File: src/rtl/fadd_sched_pkg.sv
// Shared types for the fadd scheduler: float word and the tag that follows an op down the fadd.
package fadd_sched_pkg;

  localparam int FLOAT_W  = 32;
  localparam int NREQ_MAX = 16;
  localparam int ID_W     = $clog2(NREQ_MAX);

  typedef logic [FLOAT_W-1:0] float_t;

  // id is sized for the largest supported NREQ so one tag type serves every instance
  typedef struct packed {
    logic            v;
    logic [ID_W-1:0] id;
  } fadd_tag_t;

endpackage

File: src/rtl/fadd_sched_rr_arbiter.sv
// Combinational round-robin arbiter: one-hot grant to the first request at or after ptr.
// Pointer state lives in the caller.
module rr_arbiter #(
  parameter  int N  = 4,
  localparam int PW = (N > 1) ? $clog2(N) : 1
) (
  input  logic [N-1:0]  req,
  input  logic [PW-1:0] ptr,
  output logic [N-1:0]  gnt
);

  logic [N-1:0] rot;
  logic [N-1:0] first;

  // rotate so ptr sits at bit 0, isolate the lowest set bit, rotate back
  always_comb begin
    rot   = N'({req, req} >> ptr);
    first = rot & (~rot + N'(1));
    gnt   = N'({first, first} << ptr >> N);
  end

endmodule

File: src/rtl/fadd_sched.sv
// Round-robin sharing of one fixed-latency fadd among NREQ requesters; result in FADD_LAT+1 cycles.
// A requester with an op in flight or an unconsumed result is not granted until its slot is read.
module fadd_sched
  import fadd_sched_pkg::*;
#(
  parameter int NREQ     = 4,
  parameter int FADD_LAT = 2
) (
  input  logic                           clk,
  input  logic                           rstn,
  input  logic [NREQ-1:0]                req_valid,
  output logic [NREQ-1:0]                req_ready,
  input  logic [NREQ-1:0][FLOAT_W-1:0]   req_x1,
  input  logic [NREQ-1:0][FLOAT_W-1:0]   req_x2,
  output logic [NREQ-1:0]                resp_valid,
  input  logic [NREQ-1:0]                resp_ready,
  output logic [NREQ-1:0][FLOAT_W-1:0]   resp_y,
  output logic [FLOAT_W-1:0]             fadd_x1,
  output logic [FLOAT_W-1:0]             fadd_x2,
  input  logic [FLOAT_W-1:0]             fadd_y
);

  localparam int PW = (NREQ > 1) ? $clog2(NREQ) : 1;

  logic [NREQ-1:0]              inflight_q, inflight_d;
  logic [NREQ-1:0]              full_q, full_d;
  logic [NREQ-1:0]              elig, gnt, cap_hot;
  logic [PW-1:0]                ptr_q, ptr_d;
  float_t                       x1_q, x1_d, x2_q, x2_d;
  logic [NREQ-1:0][FLOAT_W-1:0] resp_y_q, resp_y_d;
  fadd_tag_t                    tag_q [FADD_LAT+1];
  fadd_tag_t                    tag_d, tag_out;

  assign elig = req_valid & ~inflight_q & ~full_q;

  rr_arbiter #(.N(NREQ)) u_arb (
    .req (elig),
    .ptr (ptr_q),
    .gnt (gnt)
  );

  // grant is combinational, so hold it low while reset is asserted
  assign req_ready  = gnt & {NREQ{rstn}};
  assign tag_out    = tag_q[FADD_LAT];
  assign resp_valid = full_q;
  assign resp_y     = resp_y_q;
  assign fadd_x1    = x1_q;
  assign fadd_x2    = x2_q;

  always_comb begin
    x1_d       = '0;
    x2_d       = '0;
    tag_d      = '0;
    ptr_d      = ptr_q;
    inflight_d = inflight_q;
    full_d     = full_q & ~resp_ready;
    resp_y_d   = resp_y_q;
    cap_hot    = '0;
    for (int i = 0; i < NREQ; i++) begin
      if (req_ready[i]) begin
        x1_d          = req_x1[i];
        x2_d          = req_x2[i];
        tag_d.v       = 1'b1;
        tag_d.id      = ID_W'(i);
        ptr_d         = (i == NREQ - 1) ? '0 : PW'(i + 1);
        inflight_d[i] = 1'b1;
      end
      cap_hot[i] = tag_out.v && (tag_out.id == ID_W'(i));
      if (cap_hot[i]) begin
        resp_y_d[i]   = fadd_y;
        full_d[i]     = 1'b1;
        inflight_d[i] = 1'b0;
      end
    end
  end

  always_ff @(posedge clk or negedge rstn) begin
    if (!rstn) begin
      inflight_q <= '0;
      full_q     <= '0;
      ptr_q      <= '0;
      x1_q       <= '0;
      x2_q       <= '0;
      resp_y_q   <= '0;
      for (int k = 0; k <= FADD_LAT; k++) tag_q[k] <= '0;
    end else begin
      inflight_q <= inflight_d;
      full_q     <= full_d;
      ptr_q      <= ptr_d;
      x1_q       <= x1_d;
      x2_q       <= x2_d;
      resp_y_q   <= resp_y_d;
      tag_q[0]   <= tag_d;
      for (int k = 1; k <= FADD_LAT; k++) tag_q[k] <= tag_q[k-1];
    end
  end

  a_no_capture_into_full: assert property (@(posedge clk) disable iff (!rstn)
    (cap_hot & full_q) == '0);

  a_grant_onehot0: assert property (@(posedge clk) disable iff (!rstn)
    $onehot0(req_ready));

endmodule
File: config.mk
export PLATFORM = sky130hd
export DESIGN_NAME = fadd_sched
export DESIGN_NICKNAME = d
export VERILOG_FILES = /design/src/rtl/fadd_sched_pkg.sv /design/src/rtl/fadd_sched_rr_arbiter.sv /design/src/rtl/fadd_sched.sv
export SDC_FILE = /design/constraint.sdc
export NUM_CORES = 1
export LEC_CHECK = 0
export ABC_AREA = 1
export CAP_MARGIN = 20
export CORE_AREA = 2 2 194 196
export CTS_BUF_LIST = sky130_fd_sc_hd__clkbuf_8
export CTS_CLUSTER_SIZE = 16
export DETAILED_ROUTE_END_ITERATION = 7
export DIE_AREA = 0 0 196 198
export MAX_ROUTING_LAYER = met4
export PLACE_DENSITY = 0.56
export SYNTH_ARGS = -nofsm -noshare
export SYNTH_HDL_FRONTEND = slang
export SYNTH_SLANG_ARGS = --single-unit
File: constraint.sdc
create_clock -name clk -period 1.9 [get_ports clk]
set_input_delay 0.475 -clock clk [delete_from_list [all_inputs] [get_ports clk]]
set_output_delay 0.475 -clock clk [all_outputs]
set_load 0.03 [all_outputs]
After elaboration in Yosys (flattened, before gate mapping)
Cells that the tools add are included.
Widths: inputs -> output; s select.
- bits in registers: 217
- input bits: 298
- logic and storage cells: 71
- $add $sub $neg: 1
- equality and inequality tests: 3
- shifts and indexed selects: 2
- multiplexer cells: 28
- bitwise logic cells: 9
- reduce and logical (&&, ||, !) cells: 10
- operator list (cell ; number):
    $mux 32 ; 8
    $and 4x4->4 ; 5
    $mux 5 ; 4
    $not 4->4 ; 4
    $mux 1 ; 12
    $eq 4x2->1 const B ; 2
    $mux 2 ; 4
    $reduce_bool 2->1 ; 4
    $shl 8x2->8 ; 1
    $shr 8x2->4 ; 1
    $add 4x1->4 const B ; 1
    $eq 4x1->1 const B ; 1
    $logic_and 1x1->1 ; 4
    $logic_not 4->1 ; 1
    $reduce_bool 4->1 ; 1

Longest topological paths before layout
Gate-level depths: netlist of run 1.
- depth after elaboration: 13
- gate-level depth with buffers: 15
- mapped depth without buffers: 14

Hierarchy
From an unflattened synthesis of run 1, not the netlist that was laid out.
- cell total of the unflattened synthesis: 1379
- area total of the unflattened synthesis: 10278.6 sq um
- by module, submodules not included (module ; instances ; cells each ; area an instance (sq um) ; sequential area each (sq um)):
    fadd_sched ; 1 ; 1328 ; 10002.1 ; 5280.1
    rr_arbiter ; 1 ; 51 ; 276.5 ; 0.0

Worst setup path before layout of run 1
No wires, ideal clock.
- path type: reg2out
- start point: register full_q[0], in the netlist resp_valid[0]
- end point: output req_ready[1]
- data arrival time: 1654 ps
- data required time: 1425 ps
- slack: -229 ps
- cell stages (with the launch flop): 11
- path buffers: 1
- cells stage by stage: dfrtp_1 -> nor2_1 -> nand3_1 -> nand3_1 -> nand2_1 -> nor2_2 -> nand3_2 -> nand3_1 -> nand2_2 -> inv_2 -> buf_2
- cells in the longest elaborated chain, start to end: 8
- ends and longest elaborated chain (item ; line ; source):
    start, declared ; fadd_sched.sv:26 ; logic [NREQ-1:0] full_q, full_d;
    start signal, assigned ; fadd_sched.sv:88 ; full_q <= full_d;
    $not 4->4 (*) ; fadd_sched.sv:34 ; assign elig = req_valid & ~inflight_q & ~full_q;
    $and 4x4->4 (*) ; fadd_sched.sv:34 ;
    $shr 8x2->4 (*) ; fadd_sched_rr_arbiter.sv:17 ; rot = N'({req, req} >> ptr);
    $not 4->4 ; fadd_sched_rr_arbiter.sv:18 ; first = rot & (~rot + N'(1));
    $add 4x1->4 ; fadd_sched_rr_arbiter.sv:18 ;
    $and 4x4->4 (*) ; fadd_sched_rr_arbiter.sv:18 ;
    $shl 8x2->8 (*) ; fadd_sched_rr_arbiter.sv:19 ; gnt = N'({first, first} << ptr >> N);
    $and 4x4->4 (*) ; fadd_sched.sv:43 ; assign req_ready = gnt & {NREQ{rstn}};
    end, declared ; fadd_sched.sv:12 ; output logic [NREQ-1:0] req_ready,
Mark *: on every way between the ends. The rest lies on a longest branch, timed or not.

Final worst setup path of run 1
- start point: register ptr_q[0]
- end point: output req_ready[2]
- cells in the longest elaborated chain, start to end: 6
- ends and longest elaborated chain (item ; line ; source):
    start, declared ; fadd_sched.sv:28 ; logic [PW-1:0] ptr_q, ptr_d;
    start signal, assigned ; fadd_sched.sv:89 ; ptr_q <= ptr_d;
    $shr 8x2->4 ; fadd_sched_rr_arbiter.sv:17 ;
    $not 4->4 ; fadd_sched_rr_arbiter.sv:18 ;
    $add 4x1->4 ; fadd_sched_rr_arbiter.sv:18 ;
    $and 4x4->4 ; fadd_sched_rr_arbiter.sv:18 ;
    $shl 8x2->8 (*) ; fadd_sched_rr_arbiter.sv:19 ;
    $and 4x4->4 (*) ; fadd_sched.sv:43 ;
Marked as above.

==> results of run 1 <==
## critical path, cell delays in order, from the launching register on
cell      delay, ns
dfrtp_2        0.46
clkinv_4       0.12
nand3_4        0.10
nand2_2        0.05
nand2_2        0.05
nand2_2        0.08
nor2_4         0.17
nand3_4        0.12
nand3_4        0.11
nand3_4        0.09
inv_2          0.06
buf_6          0.12
## state kept, by name, summed over array words and instances, names as in the netlist
signal / flops
tag_q: 6
tag_out: 3
inflight_q: 4
resp_valid: 4
resp_y: 128
fadd_x1: 32
ptr_q: 2
fadd_x2: 32
## through the flow
step / area [um2] / cells
floorplan: 9240 / 1011
global placement: 15100 / 1957
detailed placement: 15100 / 1957
CTS: 16500 / 2058
global route: 16600 / 2074
finish: 16600 / 2074
## cell families after synthesis
group,share of synthesized area
AO/OA/AOI/OAI,0.0750
buffers and inverters,0.0730
flip-flops,0.575
AND/OR/NAND/NOR,0.277
## cell usage in the layout (no fill, tap or decap), types with 2 or more instances in the layout
cell,netlist,layout
dfrtp_2,0,5
nand4_1,194,194
buf_6,12,8
nand3_1,24,13
nand2_2,4,12
a21oi_2,0,2
clkinv_2,0,4
clkbuf_2,0,4
buf_8,0,4
nor3_1,4,4
nand2_4,0,4
nor2_4,1,5
inv_2,3,10
diode_2,0,9
nand2_1,282,270
nor2_2,1,2
clkbuf_8,0,53
inv_1,51,52
dlygate4sd2_1,0,150
buf_12,0,27
clkdlybuf4s15_1,0,30
a21oi_1,4,2
dfrtp_1,211,206
buf_16,0,5
o21ai_0,132,132
nand3_2,6,10
nand3_4,0,7
buf_2,30,4
clkinv_4,0,2
clkdlybuf4s50_1,0,296
clkdlybuf4s15_2,0,7
buf_4,2,50
bufbuf_16,0,11
## metal layers
layer  global-route usage  up-vias  share of wire
met5                    -        -              0
met4               0.0898        0          0.031
met3               0.0797       80          0.099
met2                0.367      439           0.49
met1                0.242     4694           0.38
li1                     -     4645              -
## where the power goes
part	total (mW)	switching [mW]	internal, mW
sequential	7.76	1.03	6.74
combinational	20.1	11.8	8.31
clock	4.54	2.04	2.49
## what timing repair did
action	4_1_cts	5_1_grt
endpoints found under the hold margin	85	0
setup buffers	16	8
pin swaps	35	18
cloned	15	0
setup endpoints to repair	267	98
hold buffers	1	0
gates resized for setup	291	47
## final cells by class
type	instances	area, um2
fillers	3674	20300
repair buffers	597	6270
flip-flops and latches	211	5290
multi-input cells	659	3420
clock buffers	53	729
well taps	474	593
inverters	55	219
clock inverters	16	77.6
diodes	9	22.5
## worst paths after layout
check                           slack (ns)           end
max in group asynchronous             0.39    resp_y[52]
worst min-delay path                  0.35      tag_q[9]
worst max register to register       -0.37   fadd_x2[14]
worst max-delay path                 -0.72  req_ready[2]
min in group asynchronous             0.60    fadd_x2[3]
worst min register to register        0.35      tag_q[9]
==> impl_metrics.toml, run 1 <==
[placement]
gp_congestion = 0.890
portBuffers = 497
place_ws_ns = -0.714
place_hpwl_um = 29200

[global_routing]
antenna_found_initial = 9
grt_pass1_wl_um = 62200
grt_start_max_net_pins = 108
grt_pass1_vias = 10069
overflow = 0
grt_usage = 0.221

[yosys]
synth.most_common_cell = "nand2_1"
synth_cell_types = 21
async_flop_share = 1.00
synth.top_cells.by_area = "dfrtp_1 58%, nand4_1 13%, nand2_1 12%, o21ai_0 7.2%, inv_1 2.1%"
netlist_instances = 1011
synth_edf_count = 0
avgSynthCellArea_um2 = 9.08
synth_seq_cells = 211
synth.cell_area_mm2 = 0.00918
synth_top_area_cell = "dfrtp_1"
synth_commonest_cells = "282 x nand2_1, 211 x dfrtp_1, 194 x nand4_1"
synth_warnings = 0
synth.net_count = 1309
synth_flop_cell = "dfrtp_1"
yosysSeqAreaShare = 0.575
synth_top_area_frac = 0.575

[clocking]
cts.htree.levels = 2
cts_buffers = 41
cts-root-buf = "clkbuf_8"
clkSinkCount = 211
clk_latency_ns = 0.58
cts_tree = "done"
clk_path_buf_depth = 3
clkTransAtPathRegs_ns = 0.06

[power_and_ir_drop]
powerDensity_mw_per_mm2 = 1950
p_leak_nw = 7.75
p_total_mw = 32.4
vdd_ir_drop_max_v = 0.000798

[sta]
hold_slack_ns = 0.346
rsz0062_at_grt = "true"
fin_ws_ns = -0.717
finalHoldViolations = 0
fin_worst_skew_ns = 0.0183
relSlewSlack = 0.606
fmax_mhz = 382
setup_violations = 69
period_needed_ns = 2.62
fin_crit_sh = 1.38
fin_tns_setup_ns = -21.25
worst-slew-pin-transition_ns = 0.591
finalMaxSlewViolations = 0

[worst_setup_path]
critPathMaxFanout = 6
reg2reg_depth = 14
criticalPathCategory = "reg2out"
worstPathRequired_ns = 1.42
r2r_start = "ptr_q[0]"
worstSetupStartpoint = "ptr_q[0]"
crit_path_end_kind = "primary output"
crit_arrival_ns = 2.14
start_kind = "flip-flop"

[hold_path]
min_path_cells = 0
worstHoldStart = "tag_q[14]"
hold_path_class = "reg2reg"

[floorplanning]
ios = 498
core-area_mm2 = 0.0370
floorplan.initialDensity = 0.248
dieArea_mm2 = 0.0388
rows = 71
die_h_um = 198
die_w_um = 196

[drt]
vias_per_cell = 4.75
drt_wl_total_um = 42200
dr.pass1.iters = 4
initialDrtViolationCount = 533
vias = 9858
wl_per_cell_um = 20.3
final_antenna_net_count = 0
drcViolationCount = 0

[run_status]
status = "finished, violations left"
violations = "negative setup slack"

[cells_and_area]
postLayoutCoreUtil = 0.450
finalNetCount = 1863
drive_gt1_frac = 0.150
syn_to_final_growth_pct = 81.1

[job]
drv_cap = 0
(Power assumes the default switching activity.)
==> run 2: changes to the inputs <==
Settings changed: ABC_CLOCK_PERIOD_IN_PS from default to 1900.
==> results of run 2 <==
The final DEF is identical to that of run 1; final timing and power are the same.
